[src/rtl/divmmc_spi_port_pkg.sv]
// Shared constants for the DivMMC SPI port: default port addresses, SPI FSM
// state encodings and the idle card-select pattern.
package divmmc_spi_port_pkg;

  localparam logic [7:0] PORT_DATA_DEF = 8'hEB;
  localparam logic [7:0] PORT_CS_DEF   = 8'hE7;
  localparam logic [1:0] SD_CS_IDLE    = 2'b11;

  localparam logic [1:0] ST_IDLE = 2'd0;
  localparam logic [1:0] ST_LOW  = 2'd1;
  localparam logic [1:0] ST_HIGH = 2'd2;

  // Strobe is a real port access only when IORQ is low outside an M1 cycle.
  function automatic logic is_io_access(input logic iorq_n, input logic m1_n,
                                        input logic rd_n, input logic wr_n);
    return !iorq_n && m1_n && (!rd_n || !wr_n);
  endfunction

endpackage

[src/rtl/divmmc_spi_port_shift8.sv]
// 8-bit SPI mode-0 master, MSB first, SCLK half-period of SPI_DIV clocks.
//  state   | meaning
//  ST_IDLE | waiting for start; sclk low, mosi high
//  ST_LOW  | sclk low half of a bit; mosi holds current bit
//  ST_HIGH | sclk high half of a bit; miso already sampled
module spi_shift8
  import divmmc_spi_port_pkg::*;
#(
  parameter int SPI_DIV = 1
) (
  input  logic       clk,
  input  logic       rst_n,
  input  logic       start,
  input  logic [7:0] tx,
  output logic [7:0] rx,
  output logic       busy,
  output logic       sclk,
  output logic       mosi,
  input  logic       miso
);

  localparam int DIV_W = (SPI_DIV > 1) ? $clog2(SPI_DIV) : 1;
  localparam logic [DIV_W-1:0] DIV_LAST = DIV_W'(SPI_DIV - 1);

  logic [1:0]       state;
  logic [DIV_W-1:0] div_cnt;
  logic [2:0]       bit_cnt;
  logic [7:0]       tx_sh;
  logic [7:0]       rx_sh;

  // The shifter MSB is the bit on the wire; the line idles high between bytes.
  assign mosi = busy ? tx_sh[7] : 1'b1;

  always_ff @(posedge clk) begin
    if (!rst_n) begin
      state   <= ST_IDLE;
      div_cnt <= '0;
      bit_cnt <= '0;
      tx_sh   <= 8'hFF;
      rx_sh   <= 8'hFF;
      rx      <= 8'hFF;
      busy    <= 1'b0;
      sclk    <= 1'b0;
    end else begin
      case (state)
        ST_IDLE: begin
          sclk <= 1'b0;
          if (start) begin
            tx_sh   <= tx;
            bit_cnt <= '0;
            div_cnt <= '0;
            busy    <= 1'b1;
            state   <= ST_LOW;
          end
        end
        ST_LOW: begin
          if (div_cnt == DIV_LAST) begin
            div_cnt <= '0;
            sclk    <= 1'b1;
            rx_sh   <= {rx_sh[6:0], miso};
            state   <= ST_HIGH;
          end else begin
            div_cnt <= div_cnt + 1'b1;
          end
        end
        ST_HIGH: begin
          if (div_cnt == DIV_LAST) begin
            div_cnt <= '0;
            sclk    <= 1'b0;
            if (bit_cnt == 3'd7) begin
              rx    <= rx_sh;
              busy  <= 1'b0;
              tx_sh <= 8'hFF;
              state <= ST_IDLE;
            end else begin
              bit_cnt <= bit_cnt + 1'b1;
              tx_sh   <= {tx_sh[6:0], 1'b1};
              state   <= ST_LOW;
            end
          end else begin
            div_cnt <= div_cnt + 1'b1;
          end
        end
        default: begin
          state <= ST_IDLE;
          busy  <= 1'b0;
          sclk  <= 1'b0;
        end
      endcase
    end
  end

endmodule

[src/rtl/divmmc_spi_port.sv]
// DivMMC SD-card port responder: Z80 bus sync and decode, card-select register,
// read-back drive, and the SPI byte engine toward the socket.
module divmmc_spi_port
  import divmmc_spi_port_pkg::*;
#(
  parameter logic [7:0] PORT_DATA = PORT_DATA_DEF,
  parameter logic [7:0] PORT_CS   = PORT_CS_DEF,
  parameter int         SPI_DIV   = 1
) (
  input  logic       clk,
  input  logic       rst_n,
  input  logic [7:0] a,
  input  logic       iorq_n,
  input  logic       m1_n,
  input  logic       rd_n,
  input  logic       wr_n,
  input  logic [7:0] din,
  output logic [7:0] dout,
  output logic       oe,
  output logic [1:0] sd_cs_n,
  output logic       sd_sclk,
  output logic       sd_mosi,
  input  logic       sd_miso,
  output logic       busy
);

  logic [1:0] iorq_sy, m1_sy, rd_sy, wr_sy;
  logic       active, active_q, commit;
  logic [7:0] a_q, din_q;
  logic       wr_q;
  logic       start;
  logic [7:0] tx_byte;
  logic [7:0] rx_byte;

  always_ff @(posedge clk) begin
    if (!rst_n) begin
      iorq_sy <= 2'b11;
      m1_sy   <= 2'b11;
      rd_sy   <= 2'b11;
      wr_sy   <= 2'b11;
    end else begin
      iorq_sy <= {iorq_sy[0], iorq_n};
      m1_sy   <= {m1_sy[0], m1_n};
      rd_sy   <= {rd_sy[0], rd_n};
      wr_sy   <= {wr_sy[0], wr_n};
    end
  end

  assign active = is_io_access(iorq_sy[1], m1_sy[1], rd_sy[1], wr_sy[1]);
  // Act once the strobe is over so address/data have been captured stable.
  assign commit = active_q && !active;

  always_ff @(posedge clk) begin
    if (!rst_n) begin
      active_q <= 1'b0;
      a_q      <= '0;
      din_q    <= '0;
      wr_q     <= 1'b0;
      sd_cs_n  <= SD_CS_IDLE;
    end else begin
      active_q <= active;
      if (active) begin
        a_q   <= a;
        din_q <= din;
        wr_q  <= !wr_sy[1];
      end
      if (commit && wr_q && (a_q == PORT_CS))
        sd_cs_n <= din_q[1:0];
    end
  end

  assign start   = commit && (a_q == PORT_DATA);
  assign tx_byte = wr_q ? din_q : 8'hFF;

  assign oe   = !iorq_n && !rd_n && m1_n && (a == PORT_DATA);
  assign dout = rx_byte;

  spi_shift8 #(.SPI_DIV(SPI_DIV)) u_spi (
    .clk   (clk),
    .rst_n (rst_n),
    .start (start),
    .tx    (tx_byte),
    .rx    (rx_byte),
    .busy  (busy),
    .sclk  (sd_sclk),
    .mosi  (sd_mosi),
    .miso  (sd_miso)
  );

endmodule

[config.mk]
export PLATFORM = sky130hd
export DESIGN_NAME = divmmc_spi_port
export DESIGN_NICKNAME = d
export VERILOG_FILES = /design/src/rtl/divmmc_spi_port_pkg.sv /design/src/rtl/divmmc_spi_port_shift8.sv /design/src/rtl/divmmc_spi_port.sv
export SDC_FILE = /design/constraint.sdc
export NUM_CORES = 1
export LEC_CHECK = 0
export CORE_MARGIN = 2
export CORE_UTILIZATION = 50
export CTS_BUF_LIST = sky130_fd_sc_hd__clkbuf_4 sky130_fd_sc_hd__clkbuf_8
export DETAILED_ROUTE_END_ITERATION = 16
export HOLD_SLACK_MARGIN = 0.06
export PLACE_DENSITY = 0.79
export SLEW_MARGIN = 40
export SYNTH_ARGS = -nofsm -noshare
export SYNTH_HDL_FRONTEND = slang
export SYNTH_SLANG_ARGS = --single-unit
[constraint.sdc]
create_clock -name clk -period 1.5 [get_ports clk]
set_input_delay 0.375 -clock clk [delete_from_list [all_inputs] [get_ports clk]]
set_output_delay 0.375 -clock clk [all_outputs]
set_load 0.005 [all_outputs]
==> metrics.md <==
| Metric | Value |
|---|---|
| Slowest CP cell | dfxtp_2 |
| Total Routing Usage GR | 0.210 |
| Initial antenna violation count | 0 |
| Outcome | completed |
| FFs w/ async S/R, synth | 0 |
| Routed length per instance | 13.2 um |
| Critical Path AT | 1.71 ns |
| Final period util | 0.974 |
| Wire length on met3 | 219 um |
| Cells on Worst Hold Path | 3 |
| Worst-path clk slew | 0.06 ns |
| Highest clock rate | 684 MHz |
| VDD IR max | 918 uV |
| Crit-path max cell delay | 0.36 ns |
| WHS | 0.280 ns |
| Worst R2R Path Depth | 6 |
| # Max-Cap Violations | 0 |
| Slew margin rel. | 0.642 |
| First-pass GRT wire length | 8.71 mm |
| CTS buffer count | 9 |
| DIE WIDTH | 73.4 um |
| Starting Density | 0.514 |
| Buffers added on ports | 36 |
| Number of routed nets with antenna violations | 0 |
| DR vias | 2113 |
| Post-synth top area cell | dfxtp_1 |
| P&R area growth vs syn | 31.5% |
| Layout cells sized above 1 | 0.165 |
| GPL Wtd Cong | 0.804 |
| DR WL met2 | 2.51 mm |
| Sequential area share after synthesis | 0.490 |
| Global route overflow | 0 |
| Share of the synthesized area in the top cell type | 0.490 |
| Syn_area_per_cell | 8.49 um^2 |
| R2r endpoint | u_spi.tx_sh[4]$_SDFFE_PN1P_ |
| Endpoint type of the worst setup path | flip-flop |
| Critical Path Fanout Max | 8 |
| Hold/Removal Path Class | primary input to flip-flop |
| Most frequent cells after synthesis | nand2_1, dfxtp_1, nand3_1 |
| Routed length on met1 | 2.36 mm |
| Power density cells | 1150 mW/mm^2 |
| Skew final | 0.00858 ns |
| Rows | 25 |
| Hold Path Origin | a[4] |
| Max clock buf depth | 2 |
| Post-DP HPWL | 3.43 mm |
| Hold Fails Final Rpt | 0 |
| Multi-input logic area | 0.00110 mm^2 |
| Number of DRC markers in iteration 0 | 104 |
| Final wirelength | 5.20 mm |
| Drt via density | 5.36 |
| CTS Sinks | 59 |
| Antenna Cells | 0 |
| Register bit total from synthesis | 59 |
| Final Critical Period | 1.46 ns |
| CP bufs+invs | 1 |
| Final setup viols | 0 |
| Setup TNS | 0 ns |
| Post-synth EDFFs | 0 |
| Postcts setup bufs | 0 |
| Synth cell types | 41 |
| FF-to-FF setup slack | 0.04 ns |
| WP data required | 1.75 ns |
| Final net count | 361 |
| Area of the core | 0.00469 mm^2 |
| Max H-tree Level | 3 |
| Yosys warns | 0 |
| Fin. max-slew vios | 0 |
| Count leader, synth | nand2_1 |
| Worst skew pair latency | 0.34 ns |
| Largest net degree at the start of global routing | 20 |
| Worst-Margin Slew | 0.537 ns |
| RSZ-0062 raised after global routing | yes |
| Top Family by Delay on Critical Path | compound AO/OA/AOI/OAI gates |
| Finished Cell Area | 0.00317 mm^2 |
| Die H | 73.4 um |
| Register area | 0.00118 mm^2 |
| Crit Reg-Reg Startpoint | u_spi.bit_cnt[0]$_SDFFE_PN0P_ |
| CP Launch Type | flip-flop |
| Top_reg_cell synth | dfxtp_1 |
| Setup CP Type | flip-flop to flip-flop |
| Root Buffer | clkbuf_8 |
| Vias in the first global route | 2052 |
| Leak | 1.30 nW |
| Mapped Area | 0.00241 mm^2 |
| Highest routed layer | met4 |
| Area after DPL | 0.00292 mm^2 |
| Pre-antenna DRT Iters | 4 |
| Worst-path cell chain | ha_1 -> ha_2 -> buf_6 -> nor3_1 -> a311o_1 -> o221ai_1 |
| Fillers | 378 |
| Die area | 0.00539 mm^2 |
| DRC viols | 0 |
| CTS tree | done |
| IO Pins | 37 |
| Top post-synthesis cells by area | dfxtp_1, nand2_1, nand3_1, a311o_1, inv_1 |
| Worst Hold Path EP | a_q[4]$_SDFFE_PN0P_ |
| Post-Syn Instances | 284 |
| Syn Nets | 309 |
==> worst register-to-register path, delay by kind of cell, from the launching register on <==
kind,cells,cell delay (ns)
adders and majority gates,2,0.35
and+or+nand+nor,1,0.05
AOI/OAI and AO/OA,2,0.48
DFF,1,0.36
buffers and inverters,1,0.13
==> power breakdown <==
group,switching [mW],internal [mW]
Clock,0.603,1.30
Sequential,0.00728,1.58
Combinational,0.0601,0.0775
==> kinds of logic after synthesis <==
kind of cell,Yosys count,share of synthesized area
multiplexers,2,0.00830
adder cells (fa/ha/maj),2,0.0104
AND/OR/NAND/NOR,141,0.273
flip-flops,59,0.490
AO/OA/AOI/OAI,46,0.154
buffers and inverters,34,0.0649
==> routing by layer <==
metal / up-vias / GRT usage
li1: 1066 / -
met1: 982 / 0.250
met2: 51 / 0.344
met3: 14 / 0.0604
met4: 0 / 0.105
met5: - / 0
==> what timing repair did <==
action                     CTS  global route
cloned                       0             0
hold buffers                 0             0
pin swaps                    3             4
setup endpoints to repair   22            18
resized for setup           38            15
==> cell usage in the layout, fill, tap and decap left out, types with 6 or more instances in the layout <==
cell type        netlist  layout
dlygate4sd2_1          0      15
clkbuf_8               0      10
nand2_1               74      74
inv_1                 17      17
nand3_1               19      19
nor2_1                10       9
a21boi_0               8       8
a21oi_1                9       9
nand2b_1              10       9
o221ai_1               6       6
buf_4                  0      20
a311o_1                7       7
dfxtp_1               59      57
clkdlybuf4s50_1        0      11
nor3_1                 9       9
==> area by class of cell <==
cell class	instances	area share
multi-input combinational	191	0.346
clock inverter	5	0.0395
sequential	59	0.373
inverter	17	0.0201
tap	54	0.0213
clock buffer	10	0.0434
timing repair buffer	58	0.157
==> worst max-delay path by stage <==
stage                                        startpoint                           to  depth (start not counted)
after floorplan           u_spi.bit_cnt[0]$_SDFFE_PN0P_  u_spi.tx_sh[2]$_SDFFE_PN1P_                          6
final                     u_spi.bit_cnt[0]$_SDFFE_PN0P_  u_spi.tx_sh[4]$_SDFFE_PN1P_                          6
after detailed placement                           a[3]                           oe                          5
after CTS                                          a[1]                           oe                          5
after global placement                             a[3]                           oe                          5
after global routing      u_spi.bit_cnt[0]$_SDFFE_PN0P_  u_spi.tx_sh[7]$_SDFFE_PN1P_                          6
==> registers in the layout (all words and copies together), names as in the netlist <==
| signal | cells |
|---|---|
| u_spi.tx_sh | 8 |
| rd_sy | 2 |
| u_spi.rx_sh | 8 |
| active_q | 1 |
| iorq_sy | 2 |
| u_spi.state | 2 |
| u_spi.bit_cnt | 3 |
| din_q | 8 |
| u_spi.sclk | 1 |
| sd_cs_n | 2 |
| m1_sy | 2 |
| wr_q | 1 |
| u_spi.rx | 8 |
| wr_sy | 2 |
| a_q | 8 |
| u_spi.busy | 1 |
==> per-stage QoR <==
stage | util | worst slack, ns | power [mW] | std cells
after floorplan | - | 0.0647 | 1.68 | 284
after global placement | 0.623 | -0.748 | 1.77 | 379
after detailed placement | 0.623 | -0.756 | 1.77 | 379
after CTS | 0.675 | -0.0259 | 3.66 | 394
after global routing | 0.676 | -0.0400 | 3.73 | 394
final | 0.676 | 0.0390 | 3.64 | 394
(Power assumes the default switching activity.)
